===== src/rtl/pipeline_hazard_ctrl.sv =====
// ---------------------------------------------------------------------------
// pipeline_hazard_ctrl
//
// Purpose
//   Hazard and sequencing control for the front end of the 5-stage core.
//   Drives the write enables and bubble-insert (flush) controls of the PC,
//   F/D, D/X and X/M latches for three hazard sources:
//     - load-use: a lw in D/X feeds a register read by the instruction in F/D
//     - taken branch/jump resolved in X: squash the two younger instructions
//     - multi-cycle mul/div in X: hold the front end until the unit answers
//   Owns the mult/div handshake (go pulse, busy wait, timeout abort) and a
//   saturating count of front-end stall cycles.
//
// Parameters
//   MD_TIMEOUT  cycles allowed in MD_WAIT before a forced abort (2..64)
//   CNT_W       width of the stall_cycles statistic counter
//
// Ports
//   clock         in   rising-edge clock shared with all pipeline latches
//   reset         in   synchronous, active-low
//   fd_rs1/rs2    in   source registers of the instruction in F/D
//   fd_uses_rs2   in   F/D instruction actually reads rs2
//   dx_is_load    in   instruction in D/X is a load
//   dx_rd         in   destination register of the instruction in D/X
//   branch_taken  in   X resolves a taken branch/jump this cycle
//   md_start      in   instruction in X is mul/div (level, held while in X)
//   md_ready      in   mult/div result valid (1-cycle pulse)
//   pc_en         out  PC write enable
//   fd_en/dx_en   out  F/D and D/X latch write enables
//   fd_flush      out  F/D loads a nop (always with fd_en=1)
//   dx_flush      out  D/X loads a nop (always with dx_en=1)
//   xm_flush      out  X/M loads a nop
//   md_go         out  1-cycle start pulse to the mult/div unit
//   md_timeout    out  sticky error flag: the mult/div unit never answered
//   stall_cycles  out  saturating count of cycles with pc_en=0
// ---------------------------------------------------------------------------
module pipeline_hazard_ctrl #(
    parameter int unsigned MD_TIMEOUT = 40,
    parameter int unsigned CNT_W      = 32
) (
    input  logic             clock,
    input  logic             reset,
    input  logic [4:0]       fd_rs1,
    input  logic [4:0]       fd_rs2,
    input  logic             fd_uses_rs2,
    input  logic             dx_is_load,
    input  logic [4:0]       dx_rd,
    input  logic             branch_taken,
    input  logic             md_start,
    input  logic             md_ready,
    output logic             pc_en,
    output logic             fd_en,
    output logic             fd_flush,
    output logic             dx_en,
    output logic             dx_flush,
    output logic             xm_flush,
    output logic             md_go,
    output logic             md_timeout,
    output logic [CNT_W-1:0] stall_cycles
);

    // -----------------------------------------------------------------------
    // Constants
    // -----------------------------------------------------------------------
    localparam logic [0:0] ST_RUN     = 1'b0;
    localparam logic [0:0] ST_MD_WAIT = 1'b1;

    // Last wait_cnt value at which the unit may still answer normally.
    localparam logic [5:0]       WAIT_LAST = 6'(MD_TIMEOUT - 1);
    localparam logic [CNT_W-1:0] CNT_MAX   = '1;
    localparam logic [CNT_W-1:0] CNT_ONE   = CNT_W'(1);

    // -----------------------------------------------------------------------
    // State
    // -----------------------------------------------------------------------
    logic [0:0]       state_q,        state_d;
    logic [5:0]       wait_cnt_q,     wait_cnt_d;
    logic             md_go_q,        md_go_d;
    logic             md_timeout_q,   md_timeout_d;
    logic [CNT_W-1:0] stall_cycles_q, stall_cycles_d;

    logic             load_use;
    logic             md_ready_eff;
    logic             md_expire;

    // -----------------------------------------------------------------------
    // Hazard detection
    // -----------------------------------------------------------------------
    // x0 is hardwired to zero, so a load targeting it never creates a hazard.
    assign load_use = dx_is_load && (dx_rd != 5'd0) &&
                      ((dx_rd == fd_rs1) || (fd_uses_rs2 && (dx_rd == fd_rs2)));

    // A ready seen in the same cycle as go cannot belong to this operation:
    // the unit has not sampled go yet, so that pulse is stale.
    assign md_ready_eff = md_ready && !md_go_q;

    // Final wait cycle with no answer: abort instead of waiting any longer.
    assign md_expire = (wait_cnt_q == WAIT_LAST) && !md_ready_eff;

    // -----------------------------------------------------------------------
    // Next-state and latch-control decode
    // -----------------------------------------------------------------------
    // NOTE: every output of this block gets a default first, so no path can
    // leave a signal unassigned and infer a latch.
    always_comb begin
        pc_en        = 1'b1;
        fd_en        = 1'b1;
        fd_flush     = 1'b0;
        dx_en        = 1'b1;
        dx_flush     = 1'b0;
        xm_flush     = 1'b0;
        state_d      = state_q;
        wait_cnt_d   = wait_cnt_q;
        md_go_d      = 1'b0;
        md_timeout_d = md_timeout_q;

        case (state_q)
            ST_RUN: begin
                if (branch_taken) begin
                    // Squash the wrong-path instructions in F/D and D/X; the
                    // branch itself moves on, so X/M is not flushed. Any
                    // md_start/load_use belongs to squashed instructions.
                    fd_flush = 1'b1;
                    dx_flush = 1'b1;
                end else if (md_start) begin
                    // Freeze everything up to X; X/M gets a bubble while the
                    // mul/div sits in X waiting for its result.
                    pc_en      = 1'b0;
                    fd_en      = 1'b0;
                    dx_en      = 1'b0;
                    xm_flush   = 1'b1;
                    state_d    = ST_MD_WAIT;
                    md_go_d    = 1'b1;
                    wait_cnt_d = 6'd0;
                end else if (load_use) begin
                    // Hold PC and F/D one cycle; the load advances and a
                    // bubble enters D/X, after which the hazard is re-checked.
                    pc_en    = 1'b0;
                    fd_en    = 1'b0;
                    dx_flush = 1'b1;
                end
            end

            ST_MD_WAIT: begin
                wait_cnt_d = wait_cnt_q + 6'd1;
                if (md_ready_eff) begin
                    // Result is written into X/M; the front end resumes now.
                    state_d = ST_RUN;
                end else if (md_expire) begin
                    // Give up: release the pipeline but drop the missing
                    // result so garbage never reaches X/M.
                    xm_flush     = 1'b1;
                    md_timeout_d = 1'b1;
                    state_d      = ST_RUN;
                end else begin
                    pc_en    = 1'b0;
                    fd_en    = 1'b0;
                    dx_en    = 1'b0;
                    xm_flush = 1'b1;
                end
            end
        endcase
    end

    // Stall statistic: counts every cycle the PC is held, saturating at the
    // top instead of wrapping so a long run never reports a small number.
    always_comb begin
        stall_cycles_d = stall_cycles_q;
        if (!pc_en && (stall_cycles_q != CNT_MAX)) begin
            stall_cycles_d = stall_cycles_q + CNT_ONE;
        end
    end

    // -----------------------------------------------------------------------
    // Registers
    // -----------------------------------------------------------------------
    // NOTE: reset is synchronous and active-low, so it lives inside the
    // clocked branch; non-blocking assignments keep every flop sampling the
    // pre-edge values regardless of statement order.
    always_ff @(posedge clock) begin
        if (!reset) begin
            state_q        <= ST_RUN;
            wait_cnt_q     <= 6'd0;
            md_go_q        <= 1'b0;
            md_timeout_q   <= 1'b0;
            stall_cycles_q <= '0;
        end else begin
            state_q        <= state_d;
            wait_cnt_q     <= wait_cnt_d;
            md_go_q        <= md_go_d;
            md_timeout_q   <= md_timeout_d;
            stall_cycles_q <= stall_cycles_d;
        end
    end

    assign md_go        = md_go_q;
    assign md_timeout   = md_timeout_q;
    assign stall_cycles = stall_cycles_q;

endmodule


===== config.mk =====
export PLATFORM = sky130hd
export DESIGN_NAME = pipeline_hazard_ctrl
export DESIGN_NICKNAME = d
export VERILOG_FILES = /design/src/rtl/pipeline_hazard_ctrl.sv
export SDC_FILE = /design/constraint.sdc
export NUM_CORES = 1
export LEC_CHECK = 0
export ABC_AREA = 1
export BUFFER_PORTS_ARGS = -buffer_cell sky130_fd_sc_hd__buf_2
export CAP_MARGIN = 20
export CELL_PAD_IN_SITES_DETAIL_PLACEMENT = 0
export CELL_PAD_IN_SITES_GLOBAL_PLACEMENT = 1
export CORE_MARGIN = 2
export CORE_UTILIZATION = 33
export CTS_CLUSTER_SIZE = 25
export DETAILED_ROUTE_END_ITERATION = 10
export PLACE_DENSITY = 0.86
export SLEW_MARGIN = 15
export SYNTH_ARGS = -nofsm -noshare
export SYNTH_HDL_FRONTEND = slang
export SYNTH_SLANG_ARGS = --single-unit

===== constraint.sdc =====
create_clock -name clock -period 1.65 [get_ports clock]
set_input_delay 0 -clock clock [delete_from_list [all_inputs] [get_ports clock]]
set_output_delay 0 -clock clock [all_outputs]
set_load 0.05 [all_outputs]

Word-level counts from Yosys, hierarchy flattened
Cells that the tools add are included.
{"block": "word_totals", "regBits": 41, "output_inout_bits": 40}
{"block": "op_classes", "mux": 25, "eq_ne": 6, "addsub": 2, "reduce_logical": 14, "bitwise": 3}
{"operator": "$add A32 B1 Y32 const B", "n": 1}
{"operator": "$ne A32 B32 Y1 const B", "n": 1}
{"operator": "$mux W1", "n": 18}
{"operator": "$mux W6", "n": 2}
{"operator": "$pmux W6 S2", "n": 1}
{"operator": "$eq A5 B5 Y1", "n": 2}
{"operator": "$pmux W1 S2", "n": 4}
{"operator": "$add A6 B1 Y6 const B", "n": 1}
{"operator": "$eq A6 B6 Y1 const B", "n": 1}
{"operator": "$logic_and A1 B1 Y1", "n": 6}
{"operator": "$reduce_bool A5 Y1", "n": 1}
{"operator": "$ne A2 B2 Y1 const B", "n": 2}
{"operator": "$logic_not A1 Y1", "n": 3}
{"operator": "$not A1 Y1", "n": 3}
{"operator": "$reduce_and A3 Y1", "n": 1}
{"operator": "$reduce_and A2 Y1", "n": 1}
{"operator": "$reduce_or A2 Y1", "n": 1}
{"operator": "$logic_or A1 B1 Y1", "n": 1}

Depth between registers and ports, before layout
{"block": "depth", "depth_word": 10, "ltp_mapped": 12, "mapped_depth_nobuf": 11}

Worst setup path after synthesis
OpenSTA, ideal clock, no wires.
{"block": "synth_path", "path_type": "reg2out", "startpoint": "reg md_go_q, in the netlist md_go", "endpoint": "out pc_en", "path_buffers": 2, "stages_incl_launch_ff": 8, "arrival_time_ps": 2726, "t_required_ps": 1650, "setup_slack_ps": -1076, "cell_sequence": "dfxtp_1 > nor2_1 > nor2_1 > a21oi_1 > nand2_2 > buf_2 > inv_1 > buf_4"}
{"block": "synth_via", "elab_chain_len": 7}
{"element": "start, declared", "line_no": "78", "source": "logic md_go_q, md_go_d;"}
{"element": "start signal, assigned", "line_no": "190", "source": "md_go_q <= md_go_d;"}
{"element": "$logic_not A1 Y1 *", "line_no": "95", "source": "assign md_ready_eff = md_ready && !md_go_q;"}
{"element": "$logic_and A1 B1 Y1 *", "line_no": "95"}
{"element": "$logic_not A1 Y1", "line_no": "98", "source": "assign md_expire = (wait_cnt_q == WAIT_LAST) && !md_ready_eff;"}
{"element": "$logic_and A1 B1 Y1", "line_no": "98"}
{"element": "$mux W1"}
{"element": "$mux W1 *"}
{"element": "$pmux W1 S2 *"}
{"element": "end, declared", "line_no": "51", "source": "output logic pc_en,"}
Mark *: on every way between the ends. The rest lies on a longest branch, timed or not.

Worst setup path after layout
{"block": "layout_path", "startpoint": "reg wait_cnt_q[0]", "endpoint": "out fd_en"}
{"block": "layout_via", "elab_chain_len": 5}
{"element": "start, declared", "line_no": "77", "source": "logic [5:0] wait_cnt_q, wait_cnt_d;"}
{"element": "start signal, assigned", "line_no": "189", "source": "wait_cnt_q <= wait_cnt_d;"}
{"element": "$eq A6 B6 Y1", "line_no": "98"}
{"element": "$logic_and A1 B1 Y1", "line_no": "98"}
{"element": "$mux W1", "line_no": "149", "source": "end else if (md_expire) begin"}
{"element": "$mux W1", "line_no": "146", "source": "if (md_ready_eff) begin"}
{"element": "$pmux W1 S2", "line_no": "117", "source": "case (state_q)"}
{"element": "end, declared", "line_no": "52", "source": "output logic fd_en,"}
Every way passes these cells.

==> impl_metrics.ini <==
[run_status]
status = complete, but fails checks
violations = negative setup slack

[clocking]
clkTransAtPathRegs_ns = 0.09
cts_tree = yes
htreeDepth = 2
clkLatencyLatePin_ns = 0.30
clock_tree.root_cell = clkbuf_8
numClockSinks = 41
numCtsBuffers = 5
clock_path_buffers = 2

[detailed_routing]
wl_mm = 8.73
drc = 0
drt-vias-per-instance = 4.87
firstDrtPassIters = 5
drtIter0Drc = 189
antenna_left = 0
drt-wirelength-per-cell_um = 13.2
vias = 3227

[pwr]
total_power_mw = 2.33
irDropWorstVdd_mv = 0.404
powerDensity_nw_per_um2 = 580
p_leak_nw = 1.76

[global_route]
grt_first_pass_wirelength_mm = 13.7
overflow = 0
grt_max_degree = 31
grt_usage_pct = 19.5
antenna_found_initial = 0
grt_pass1_vias = 2944

[synth]
yosysSeqAreaShare_pct = 30.4
synth-main-ff-cell = dfxtp_1
synth_edf_count = 0
yosysUniqueCellTypes = 25
synth_top_cell_area_share_pct = 30.4
synth_fp_nets = 470
syn_avg_cell_area_sq_um = 6.06
synth-seq-cells = 41
async_flop_share_pct = 0
yosysTopAreaCell = dfxtp_1
synth_cells = 446
ys_warn_count = 0
ys_top_cells_by_area = dfxtp_1 (30%), nand2_1 (20%), nand3_1 (9.1%), nor2_1 (7.6%), a21oi_1 (7.4%)
netlist_area_sq_um = 2700

[sta]
slew_headroom_pct = 73.1
worst_slack_ns = -0.121
maxSlewViolCount = 0
period_needed_ns = 1.77
rsz0062_at_grt = yes
max_freq_mhz = 565
setup_violations = 34
finalCritPeriodShare_pct = 107
worst_pin_slew_ns = 0.404
hold_viol = 0
finalClockSkew_ns = 0.00783

[cells_and_area]
syn_to_final_growth_pct = 48.4
finalNonFillerCells = 663
final_common_cell = nand2_1
drive_above_1_share_pct = 36.7
layout.nets = 581
fin_area_sq_um = 4010
final_cell_mix = nand2_1 (134), buf_2 (58), nor2_1 (51)
n_fill_cell = 830
n_antenna_cell = 0

[hold_path]
min_to = wait_cnt_q[1]
min_path_cells = 4
holdCritPathClass = input pin to register
min_from = md_start

[setup_path]
rr_worst_depth = 13
cp-start-kind = register
reg2reg_from = wait_cnt_q[0]
timing.rr.end = stall_cycles[26]
end_kind = output port
r2r_setup_slack_ns = -0.12
arrival_ns = 1.77
crit_type = register to output port
critPathMaxFanout = 3
critPathRequiredTime_ns = 1.65

[die]
fp-row-count = 33
ios = 62
die_w_um = 94.5
core_sq_um = 8090
die_h_um = 94.5
die_area_sq_um = 8930
initial_core_util_pct = 33.4

[placed_design]
gp_congestion = 0.900
dpl-instance-area_sq_um = 3590
hpwl_mm = 6.63
portBuffers = 61
dp_slack_ns = -0.0604
dp_cells = 648

[run]
drv_cap = 0
## routing by layer
metal | routed length (um) | vias to the layer above | global-route usage, %
li1 | - | 1659 | -
met1 | 4000 | 1492 | 25.3
met2 | 4220 | 68 | 34.7
met3 | 444 | 8 | 2.71
met4 | 62 | 0 | 3.62
met5 | 0 | - | 0
## area by class of cell
class                           count  area [sq um]  share of cell area, %
Sequential cell                    41           868                   21.6
Inverter                           41           158                   3.93
Clock inverter                      2          37.5                  0.936
Multi-Input combinational cell    350          1860                   46.3
Timing Repair Buffer              118           877                   21.9
Tap cell                          105           131                   3.28
Clock buffer                        6          82.6                   2.06
## worst max-delay path: stages, from the launching register on
cell,delay [ns]
dfxtp_2,0.36
ha_4,0.14
nand2_2,0.06
nor2_2,0.09
nand3_2,0.11
nand2_1,0.08
o21ai_1,0.06
nand3_1,0.11
nand2_4,0.09
buf_12,0.14
clkinvlp_4,0.09
buf_8,0.15
## worst max path at each step
stage	depth (start not counted)	slack, ns	endpoint	startpoint
floorplan	9	-0.20	pc_en	wait_cnt_q[1]
global placement	9	-0.01	stall_cycles[25]	stall_cycles[2]
detailed placement	12	-0.06	stall_cycles[26]	wait_cnt_q[1]
CTS	11	-0.13	fd_en	wait_cnt_q[0]
global route	13	-0.24	stall_cycles[26]	wait_cnt_q[0]
finish	11	-0.12	fd_en	wait_cnt_q[0]
## cells in the mapped netlist, types with 6 or more instances
cell,n
nor2_1,55
a21oi_1,40
nand2_1,146
nand4_1,6
o21ai_0,6
nor3_1,13
xnor2_1,6
nand3_1,49
inv_1,39
xor2_1,13
dfxtp_1,41
## state kept, by name (all words and copies together), names as in the netlist
| register | flops |
|---|---|
| md_go | 1 |
| md_timeout | 1 |
| stall_cycles | 32 |
| state_q | 1 |
| wait_cnt_q | 6 |
## repair_timing
item | in CTS | in global routing
buffers inserted | 3 | 0
hold buffers | 1 | 0
gates resized for setup | 17 | 35
hold endpoints to repair | 3 | 0
gates cloned | 2 | 1
pin swaps | 4 | 8
endpoints found under the setup margin | 32 | 36
## cell families after synthesis
logic type	share of synthesized area, %
buf+inv	8.84
xor+xnor	6.15
flops	30.4
simple gates	44.7
compound gates	9.07
fa+ha+maj	0.925
## metrics by stage
stage	utilization [%]	TNS [ns]	hold WS, ns
3_3_place_gp	44.4	-0.0179	0.299
3_5_place_dp	44.4	-0.849	0.299
6_report	49.6	-2.51	0.0667
4_1_cts	47.7	-2.86	0.0672
2_1_floorplan	-	-3.96	0.111
5_1_grt	49.6	-6.32	0.0935
## report_power, final
| group | internal (mW) | total, mW | switching (mW) |
|---|---|---|---|
| Combinational | 0.183 | 0.437 | 0.255 |
| Clock | 0.493 | 0.882 | 0.389 |
| Sequential | 0.996 | 1.01 | 0.0118 |
| Total | 1.67 | 2.33 | 0.656 |
No activity file was read; power rests on OpenSTA's default activity.
